===== src/rtl/bus_transfer_sequencer.sv =====
`default_nettype none
// ============================================================================
// Module      : bus_transfer_sequencer
// Description : Bus initiator. Queues (src, dst) register-transfer requests and
//               runs them one at a time. Each transfer drives a one-hot source
//               select, then a one-hot destination load. The bus value is
//               captured in the load cycle and a done pulse follows.
//               Optional macro BUS_SEQ_RANGE_CHECK_EN: out-of-range requests
//               are discarded with an err pulse instead of running with an
//               all-zero select/load.
// Revision    : 1.0 - initial release
// ============================================================================
module bus_transfer_sequencer #(
    parameter int NUM_SRC    = 24,
    parameter int NUM_DST    = 24,
    parameter int DATA_W     = 32,
    parameter int FIFO_DEPTH = 4,
    parameter int SETTLE     = 1
) (
    input  logic               clock,
    input  logic               clear,
    input  logic               req_valid,
    output logic               req_ready,
    input  logic [4:0]         req_src,
    input  logic [4:0]         req_dst,
    output logic [NUM_SRC-1:0] sel_out,
    output logic [NUM_DST-1:0] load_out,
    input  logic [DATA_W-1:0]  bus_in,
    output logic               done_valid,
    output logic [DATA_W-1:0]  done_data,
    output logic               busy,
    output logic               err
);

    localparam int c_ptr_w = $clog2(FIFO_DEPTH);
    localparam int c_cnt_w = c_ptr_w + 1;
    localparam int c_set_w = (SETTLE > 1) ? $clog2(SETTLE) : 1;

    typedef enum logic [1:0] {
        S_IDLE  = 2'd0,
        S_DRIVE = 2'd1,
        S_LOAD  = 2'd2,
        S_DONE  = 2'd3
    } state_t;

    state_t               r_state;
    logic [9:0]           r_mem [FIFO_DEPTH];
    logic [c_ptr_w-1:0]   r_wr_ptr;
    logic [c_ptr_w-1:0]   r_rd_ptr;
    logic [c_cnt_w-1:0]   r_count;
    logic                 r_ready;
    logic [c_set_w-1:0]   r_settle;
    logic [4:0]           r_dst;

    logic                 w_push;
    logic                 w_pop;
    logic                 w_start;
    logic [4:0]           w_head_src;
    logic [4:0]           w_head_dst;
    logic [c_cnt_w-1:0]   w_count_nxt;

    // Ready is registered: a slot freed by a pop only becomes visible next cycle.
    assign w_push      = req_valid & r_ready;
    // The FSM pops only when it is idle and the queue already held an entry.
    assign w_pop       = (r_state == S_IDLE) && (r_count != '0);
    assign w_head_src  = r_mem[r_rd_ptr][9:5];
    assign w_head_dst  = r_mem[r_rd_ptr][4:0];
    assign w_count_nxt = r_count + c_cnt_w'(w_push) - c_cnt_w'(w_pop);

`ifdef BUS_SEQ_RANGE_CHECK_EN
    logic w_bad;
    logic r_err;

    assign w_bad   = (32'(w_head_src) >= NUM_SRC) || (32'(w_head_dst) >= NUM_DST);
    assign w_start = w_pop & ~w_bad;
    assign err     = r_err;

    // One-cycle error pulse for each discarded out-of-range entry.
    always_ff @(posedge clock or negedge clear) begin
        if (!clear) begin
            r_err <= 1'b0;
        end else begin
            r_err <= w_pop & w_bad;
        end
    end
`else
    // Out-of-range indices shift past the top bit, giving an all-zero select/load.
    assign w_start = w_pop;
    assign err     = 1'b0;
`endif

    assign req_ready = r_ready;
    assign busy      = (r_state != S_IDLE) || (r_count != '0);

    // Queue storage: the payload needs no reset, only the pointers and count do.
    always_ff @(posedge clock) begin
        if (w_push) begin
            r_mem[r_wr_ptr] <= {req_src, req_dst};
        end
    end

    // Queue pointers, occupancy and the registered not-full flag.
    always_ff @(posedge clock or negedge clear) begin
        if (!clear) begin
            r_wr_ptr <= '0;
            r_rd_ptr <= '0;
            r_count  <= '0;
            r_ready  <= 1'b0;
        end else begin
            if (w_push) begin
                r_wr_ptr <= r_wr_ptr + c_ptr_w'(1);
            end
            if (w_pop) begin
                r_rd_ptr <= r_rd_ptr + c_ptr_w'(1);
            end
            r_count <= w_count_nxt;
            r_ready <= (w_count_nxt != c_cnt_w'(FIFO_DEPTH));
        end
    end

    // Transfer FSM with registered select, load, done and capture outputs.
    always_ff @(posedge clock or negedge clear) begin
        if (!clear) begin
            r_state    <= S_IDLE;
            r_settle   <= '0;
            r_dst      <= '0;
            sel_out    <= '0;
            load_out   <= '0;
            done_valid <= 1'b0;
            done_data  <= '0;
        end else begin
            done_valid <= 1'b0;
            case (r_state)
                S_IDLE: begin
                    if (w_start) begin
                        sel_out  <= NUM_SRC'(1) << w_head_src;
                        r_dst    <= w_head_dst;
                        r_settle <= c_set_w'(SETTLE - 1);
                        r_state  <= S_DRIVE;
                    end
                end
                S_DRIVE: begin
                    if (r_settle == '0) begin
                        load_out <= NUM_DST'(1) << r_dst;
                        r_state  <= S_LOAD;
                    end else begin
                        r_settle <= r_settle - c_set_w'(1);
                    end
                end
                S_LOAD: begin
                    done_data  <= bus_in;
                    sel_out    <= '0;
                    load_out   <= '0;
                    done_valid <= 1'b1;
                    r_state    <= S_DONE;
                end
                S_DONE: begin
                    r_state <= S_IDLE;
                end
                default: begin
                    r_state <= S_IDLE;
                end
            endcase
        end
    end

endmodule
`default_nettype wire


===== config.mk =====
export PLATFORM = sky130hd
export DESIGN_NAME = bus_transfer_sequencer
export DESIGN_NICKNAME = d
export VERILOG_FILES = /design/src/rtl/bus_transfer_sequencer.sv
export SDC_FILE = /design/constraint.sdc
export NUM_CORES = 1
export LEC_CHECK = 0
export CORE_MARGIN = 5
export CORE_UTILIZATION = 40
export DETAILED_ROUTE_END_ITERATION = 8
export GPL_TIMING_DRIVEN = 0
export PLACE_DENSITY = 0.74
export SYNTH_ARGS = -nofsm -noshare
export SYNTH_HDL_FRONTEND = slang
export SYNTH_SLANG_ARGS = --single-unit

===== constraint.sdc =====
create_clock -name clock -period 2.7 [get_ports clock]
set_input_delay 0.675 -clock clock [delete_from_list [all_inputs] [get_ports clock]]
set_output_delay 0.675 -clock clock [all_outputs]
set_load 0.005 [all_outputs]

==> run summary <==
The run finished with clean final reports. After detailed placement, the total cell area comes to 6889 um2. For the worst setup path, the data required time is 2.03 ns. After technology mapping, the gate count stands at 373. The worst setup path is launched from a register. The share of Yosys cell area claimed by the top area cell type works out to 0.4471. The run gives 0.6707 as the fraction of the yosys area taken by sequential cells.

Depth of the most critical reg-to-reg path: 8. Clock tree synthesis found a total of 136 sinks. Wires add up to 12040 um.

The total count of hold-check failures in the final report was 0. The critical setup path kind is reg -> out. The run gives 19650 um as the global-route wire length before repair. The terminus of the critical flop-to-flop path was req_ready.

The layout cell share with drive strength beyond 1 is 0.1517. The count of flip-flops with a built-in enable after synthesis was 40. VDD sags by at most 0.4755 mV.

The tree is rooted in a sky130_fd_sc_hd__clkbuf_16. The pin count of the biggest net entering global routing is 62. From left edge to right edge, the die measures 125.9 um.

The tools report the post-route cell area as 7664 um2. Setup repair after global routing left no endpoint under its margin. The post-detailed-route via-to-cell ratio was 4.999.

In this run the cell area of the synthesized design comes to 5373 um2. The floorplan has 42 rows. The overall via count from detail_route came out at 3549. For this run, the top clock speed supported by timing is 0.3985 GHz. The chip height came out at 125.9 um.

In this run the register-to-register setup slack is 0.26 ns. The commonest non-fill, non-tap cell in the layout was sky130_fd_sc_hd__clkdlybuf4s50_1. In the post-route analysis, the smallest setup slack over all paths is 0.1905 ns. The final number of max-transition violations came out at 0. The detail route stage leaves a number of antenna-violating nets equal to 0. The pre-antenna-repair detailed-routing pass consisted of 4 iterations.

Yosys attributes the largest share of cell area to sky130_fd_sc_hd__dfrtp_1 (45%), sky130_fd_sc_hd__edfxtp_1 (22%), sky130_fd_sc_hd__mux2_2 (7.1%), sky130_fd_sc_hd__mux4_1 (4.4%), sky130_fd_sc_hd__o31ai_1 (3.4%). TritonCTS built the clock tree. The number of library cell types mapped by synthesis is 37, and the tightest slew margin relative to the limit is 0.6119. For this design the static power due to leakage is 3.066 nW. The placed wire-length estimate after detailed placement came out at 8568 um. Library cell with the largest summed area after synthesis: sky130_fd_sc_hd__dfrtp_1. Count of synthesis-stage warnings from yosys: 0. After global routing the overflow that remains totals 0. 0 antenna diodes ended up in the layout.

The final period utilization was 0.9295; the setup slack at placement was -0.2680 ns. During placement, the flow inserted port buffers numbering 127. The number of hold buffers added after CTS was 0. The detail-routed net length per standard cell is 16.96 um. The net count of the finished layout is 576.

STA puts the critical path data arrival time at 1.83 ns. For the maximum level of the CTS H-tree, the log shows 4. For this run, design rule violations remaining after detail routing come to 0. The floorplan step defined a die boundary enclosing 15850 um2. In the layout the commonest cells are sky130_fd_sc_hd__clkdlybuf4s50_1 (125), sky130_fd_sc_hd__dfrtp_1 (96), sky130_fd_sc_hd__edfxtp_1 (40). The tools report the global routing usage summed across all routing layers as 0.1577. For the number of maximum-capacitance constraint violations, the log shows 0. The share of flip-flops with an asynchronous set or reset was 0.7059. Along the worst path, the maximum fanout reaches 10. The area growth from synthesis to layout is 42.64%. The via count of the first global-routing pass is 3775, and the number of buffers on the longest clock path is 2.

The final period demand of the worst path was 2.510 ns; the number of antenna violations at the first check in global routing was 0. The final hold slack came out at 0.2187 ns. In this run the critical register-to-register path is launched from r_count[1]. A synthesized cell averages 14.40 um2.

The worst min-delay path category was in -> async. The logs give 0.007088 ns for the worst-case clock skew and 13190 um2 for the placeable core area. The number of buffers inserted during clock tree synthesis was 17. After routing, the total negative slack on setup checks comes to 0 ns. Among all flip-flop cells after synthesis, the most frequent one is sky130_fd_sc_hd__dfrtp_1. Dividing total power by cell area gives a power density of 1189 nW/um2. For this block, the initial DRC count from the detailed router was 275.

The clock latency reported for the late side of the worst-skew pair is 0.42 ns, and the count of state elements after synthesis is 136. The total I/O pin count was 129; the starting utilization of the core area was 0.4073. The tools report the kind of capture point of the worst setup path as a primary output. At the end of routability-driven placement, the weighted congestion stood at 0.7810.

Clock transition at the register clock pins on the worst setup and hold paths after CTS: 0.06 ns. When the netlist entered floorplanning its net count stood at 428. The actual transition at the worst max-transition pin came out at 0.5822 ns.

Setup violations remaining at the end of the flow were counted as 0. The tools report the overall power after layout as 9.114 mW.
-- timing repair --
action,in CTS,in global routing
buffers inserted,1,0
endpoints found under the hold margin,0,0
endpoints found under the setup margin,4,1
resized for setup,10,1
pin swaps,1,0
-- critical path, cell delays in order, from the launching register on --
cell                            delay [ns]
sky130_fd_sc_hd__dfrtp_1              0.41
sky130_fd_sc_hd__inv_2                0.09
sky130_fd_sc_hd__ha_4                 0.16
sky130_fd_sc_hd__nor4b_4              0.23
sky130_fd_sc_hd__clkbuf_8             0.21
sky130_fd_sc_hd__inv_1                0.06
sky130_fd_sc_hd__dlygate4sd2_1        0.26
-- how the worst max path moves through the flow --
| stage | slack [ns] | endpoint | cells past startpoint | startpoint |
|---|---|---|---|---|
| after floorplan | 0.24 | req_ready | 8 | r_count[1] |
| after global placement | -2.44 | sel_out[22] | 1 | clear |
| after detailed placement | -0.27 | busy | 6 | r_state[0] |
| after CTS | 0.03 | req_ready | 8 | r_count[1] |
| after global routing | 0.08 | busy | 6 | r_state[1] |
| final | 0.19 | busy | 6 | r_state[1] |
-- synthesized netlist by cell type, drive strengths merged, types with 2 or more instances --
library cell and count:
dfrtp 96, edfxtp 40, mux2 34, inv 32, o31ai 25, nand2 24, o21ai 24, o22ai 24
clkbuf 14, mux4 10, ha 9, buf 7, nand2b 6, and3 4, xnor2 4, nor2 3
or2 3, nand3b 2
-- through the flow --
| stage | util | std cells |
|---|---|---|
| 5_1_grt | 0.5810 | 710 |
| 3_3_place_gp | 0.5204 | 676 |
| 2_1_floorplan | - | 373 |
| 6_report | 0.5810 | 710 |
| 3_5_place_dp | 0.5223 | 677 |
| 4_1_cts | 0.5810 | 710 |
-- flip-flops by register name (all words and copies together), names as in the netlist --
signal and cells:
r_count 3, r_mem 40, req_ready 1, done_data 32, r_rd_ptr 2, load_out 24
r_state 2, done_valid 1, r_wr_ptr 2, sel_out 24, r_dst 5
-- kinds of logic (layout without fill, tap and decap cells) --
kind of cell / count (synthesis) / in the layout / synth area share
flip-flops: 136 / 136 / 0.6707
other: 1 / 1 / 0.0006980
AO/OA/AOI/OAI: 74 / 74 / 0.08709
XOR/XNOR: 5 / 5 / 0.008151
multiplexers: 44 / 44 / 0.1195
adder cells (fa/ha/maj): 10 / 10 / 0.02469
AND/OR/NAND/NOR: 49 / 49 / 0.04774
buffers and inverters: 54 / 215 / 0.04145
-- where the power goes --
| part | switching [mW] | internal [mW] | leakage [nW] |
|---|---|---|---|
| combinational | 1.52 | 1.63 | 1.12 |
| sequential | 0.359 | 2.76 | 1.60 |
| clock | 0.846 | 2.00 | 0.350 |
| total | 2.72 | 6.39 | 3.07 |
-- metal layers --
layer / track usage / part of all wire / vias to the layer above
met5: 0 / 0 / -
met4: 0.06246 / 0.017 / 0
met3: 0.04530 / 0.053 / 15
met2: 0.2698 / 0.52 / 106
met1: 0.1882 / 0.41 / 1781
li1: - / - / 1647
-- layout make-up --
cell class,instances,area (um2)
Fill cell,1022,5527
Inverter,33,123.9
Tap cell,176,220.2
Clock buffer,17,425.4
Multi-Input combinational cell,183,1577
Sequential cell,136,3603
Clock inverter,15,302.8
Buffer,21,108.9
Timing Repair Buffer,129,1303
No activity file was read; power rests on OpenSTA's default activity.
==> edit (same flow settings) <==
Build with the macro `BUS_SEQ_RANGE_CHECK_EN` defined.
--- a/src/rtl/bus_transfer_sequencer.sv
+++ b/src/rtl/bus_transfer_sequencer.sv
@@ -10,6 +10,8 @@
 //               all-zero select/load.
 // Revision    : 1.0 - initial release
 // ============================================================================
+`define BUS_SEQ_RANGE_CHECK_EN
+
 module bus_transfer_sequencer #(
     parameter int NUM_SRC    = 24,
     parameter int NUM_DST    = 24,
Check against the original RTL: not equivalent (a bounded check fails within 4 cycles, from zero or initial values).
==> edit against the unedited design <==
Clock skew shrank 0.00061 ns; power shrank 1.2%; worst setup slack lost 0.013 ns; critical path type is now reg -> reg; utilization shrank 2.6 points; routed wire length shrank 4.3%; critical endpoint is now sel_out[8]$_DFFE_PN0P_; critical path depth is the same; sequential cell count grew 1; synthesized area grew 3.7%; final area shrank 0.24%.
==> edit: results (changes against the unedited design) <==
- Status: finished clean
- Commonest cells post-synth: 97 x dfrtp_1, 42 x mux2_2, 40 x edfxtp_1
- Post-synth EDFFs: 40 (unchanged)
- CP max stage cell: mux4_2
- Delay-heaviest family, CP: multiplexers
- Layout fillers: 1149 (+12%)
- GR met3 Demand/Resource: 4.542% (+0.012 points)
- Min Tclk post-route: 2.523 ns (+0.01307 ns)
- Synth cell types: 36 (-2.7%)
- Hold slack: 0.1612 ns (-0.05757 ns)
- Critical Path Sink Type: flop
- Overall Global Routing Usage: 14.79% (-0.98 points)
- Place WS: -0.1381 ns (+0.1299 ns)
- Clock share of power: 23.1% (-8.1 points)
- Async SR Flop Fraction: 70.80% (+0.21 points)
- Combinational power share: 40.8% (+6.3 points)
- Clock Skew: 0.006474 ns (-0.0006144 ns)
- Layout Cells excl Fill: 702 (-1.1%)
- Buffers on Ports: 128 (+0.79%)
- FF-to-FF path depth: 6 (-2)
- Synth top area cells: dfrtp_1 44%, edfxtp_1 22%, mux2_2 8.5%
- Initial DRC count: 159 (-42%)
- Met2 wire len: 5.715 mm (-9.3%)
- Avg WL per Cell: 16.42 µm (-3.2%)
- CP arrival: 2.81 ns (+0.98 ns)
- N_diodes: 0 (unchanged)
- Worst rel slew slack: 59.14% (-2.0 points)
- P_sw: 2829 µW (+4.0%)
- Final nets: 565 (-1.9%)
- Largest net degree at the start of global routing: 75 (+21%)
- First-pass GRT wire length: 18.91 mm (-3.8%)
- Met1 Use GR: 18.71% (-0.11 points)
- Worst VDD drop: 0.0004972 V (+4.6%)
- Lkg Pwr: 0.003123 µW (+1.9%)
- Post-CTS setup buffer count: 0 (-1)
- Reg-to-reg endpoint: sel_out[8]$_DFFE_PN0P_
- Global route overflow: 0 (unchanged)
- Worst path max stage delay: 0.59 ns (+0.18 ns)
- Setup crit start: r_rd_ptr[0]$_DFFE_PN0P_
- Cells after DPL: 671 (-0.89%)
- Switching Fraction: 31.43% (+1.6 points)
- Met2 Track Usage GR: 23.97% (-3.0 points)
- Via count: 3431 (-3.3%)
- Top Registers: r_mem: 40 flops, done_data: 32 flops
- Worst reg-to-reg setup slack: 0.18 ns (-0.08 ns)
- Register area share after synthesis: 65.15% (-1.9 points)
- Core Util, Final: 55.51% (-2.6 points)
- Post-Place Cell Area: 7101 µm² (+3.1%)
- Syn nets: 417 (-2.6%)
- Dpl hpwl: 8.394 mm (-2.0%)
- Layout cells sized above 1: 20.50% (+5.3 points)
- Vias in the first global route: 3730 (-1.2%)
- Placer Congestion: 0.7724 (-1.1%)
- Met3 wire len: 723 µm (+14%)
- Wire length on met1: 4.886 mm (-0.37%)
- Avg Cell Area, Syn: 15.38 µm² (+6.8%)
- Total CTS buffers: 17 (unchanged)
-- edit: cell count changes in the layout (fill, tap and decap cells not counted), sizes merged, moves of 3 or more --
cell,delta
clkbuf,-5
o21ai,-22
nand2,-17
bufinv,-8
o31ai,-24
nor2,+25
mux2,+28
or4b,+3
-- edit: logic make-up (layout without fill, tap and decap cells) --
logic type	Yosys count	in the layout	synth area share (%)
adder cells (fa/ha/maj)	10	10	2.382
flip-flops	137	137	65.15
multiplexers	72	72	18.40
AND/OR/NAND/NOR	61	61	5.751
XOR/XNOR	5	5	0.7863
buffers and inverters	46	206	3.527
AO/OA/AOI/OAI	31	31	3.999
-- edit: area by class of cell --
type	instances	share of cell area, %
tap	180	2.946
clock buffer	21	5.892
clock inverter	10	1.047
inverter	33	1.620
sequential	137	47.46
buffer	13	0.9493
multi-input combinational	179	23.00
timing repair buffer	129	17.09
-- edit: repair_timing --
action	CTS	global route
endpoints found under the setup margin	2	1
gates resized for setup	1	1
hold buffers	0	0
pin swaps	0	0
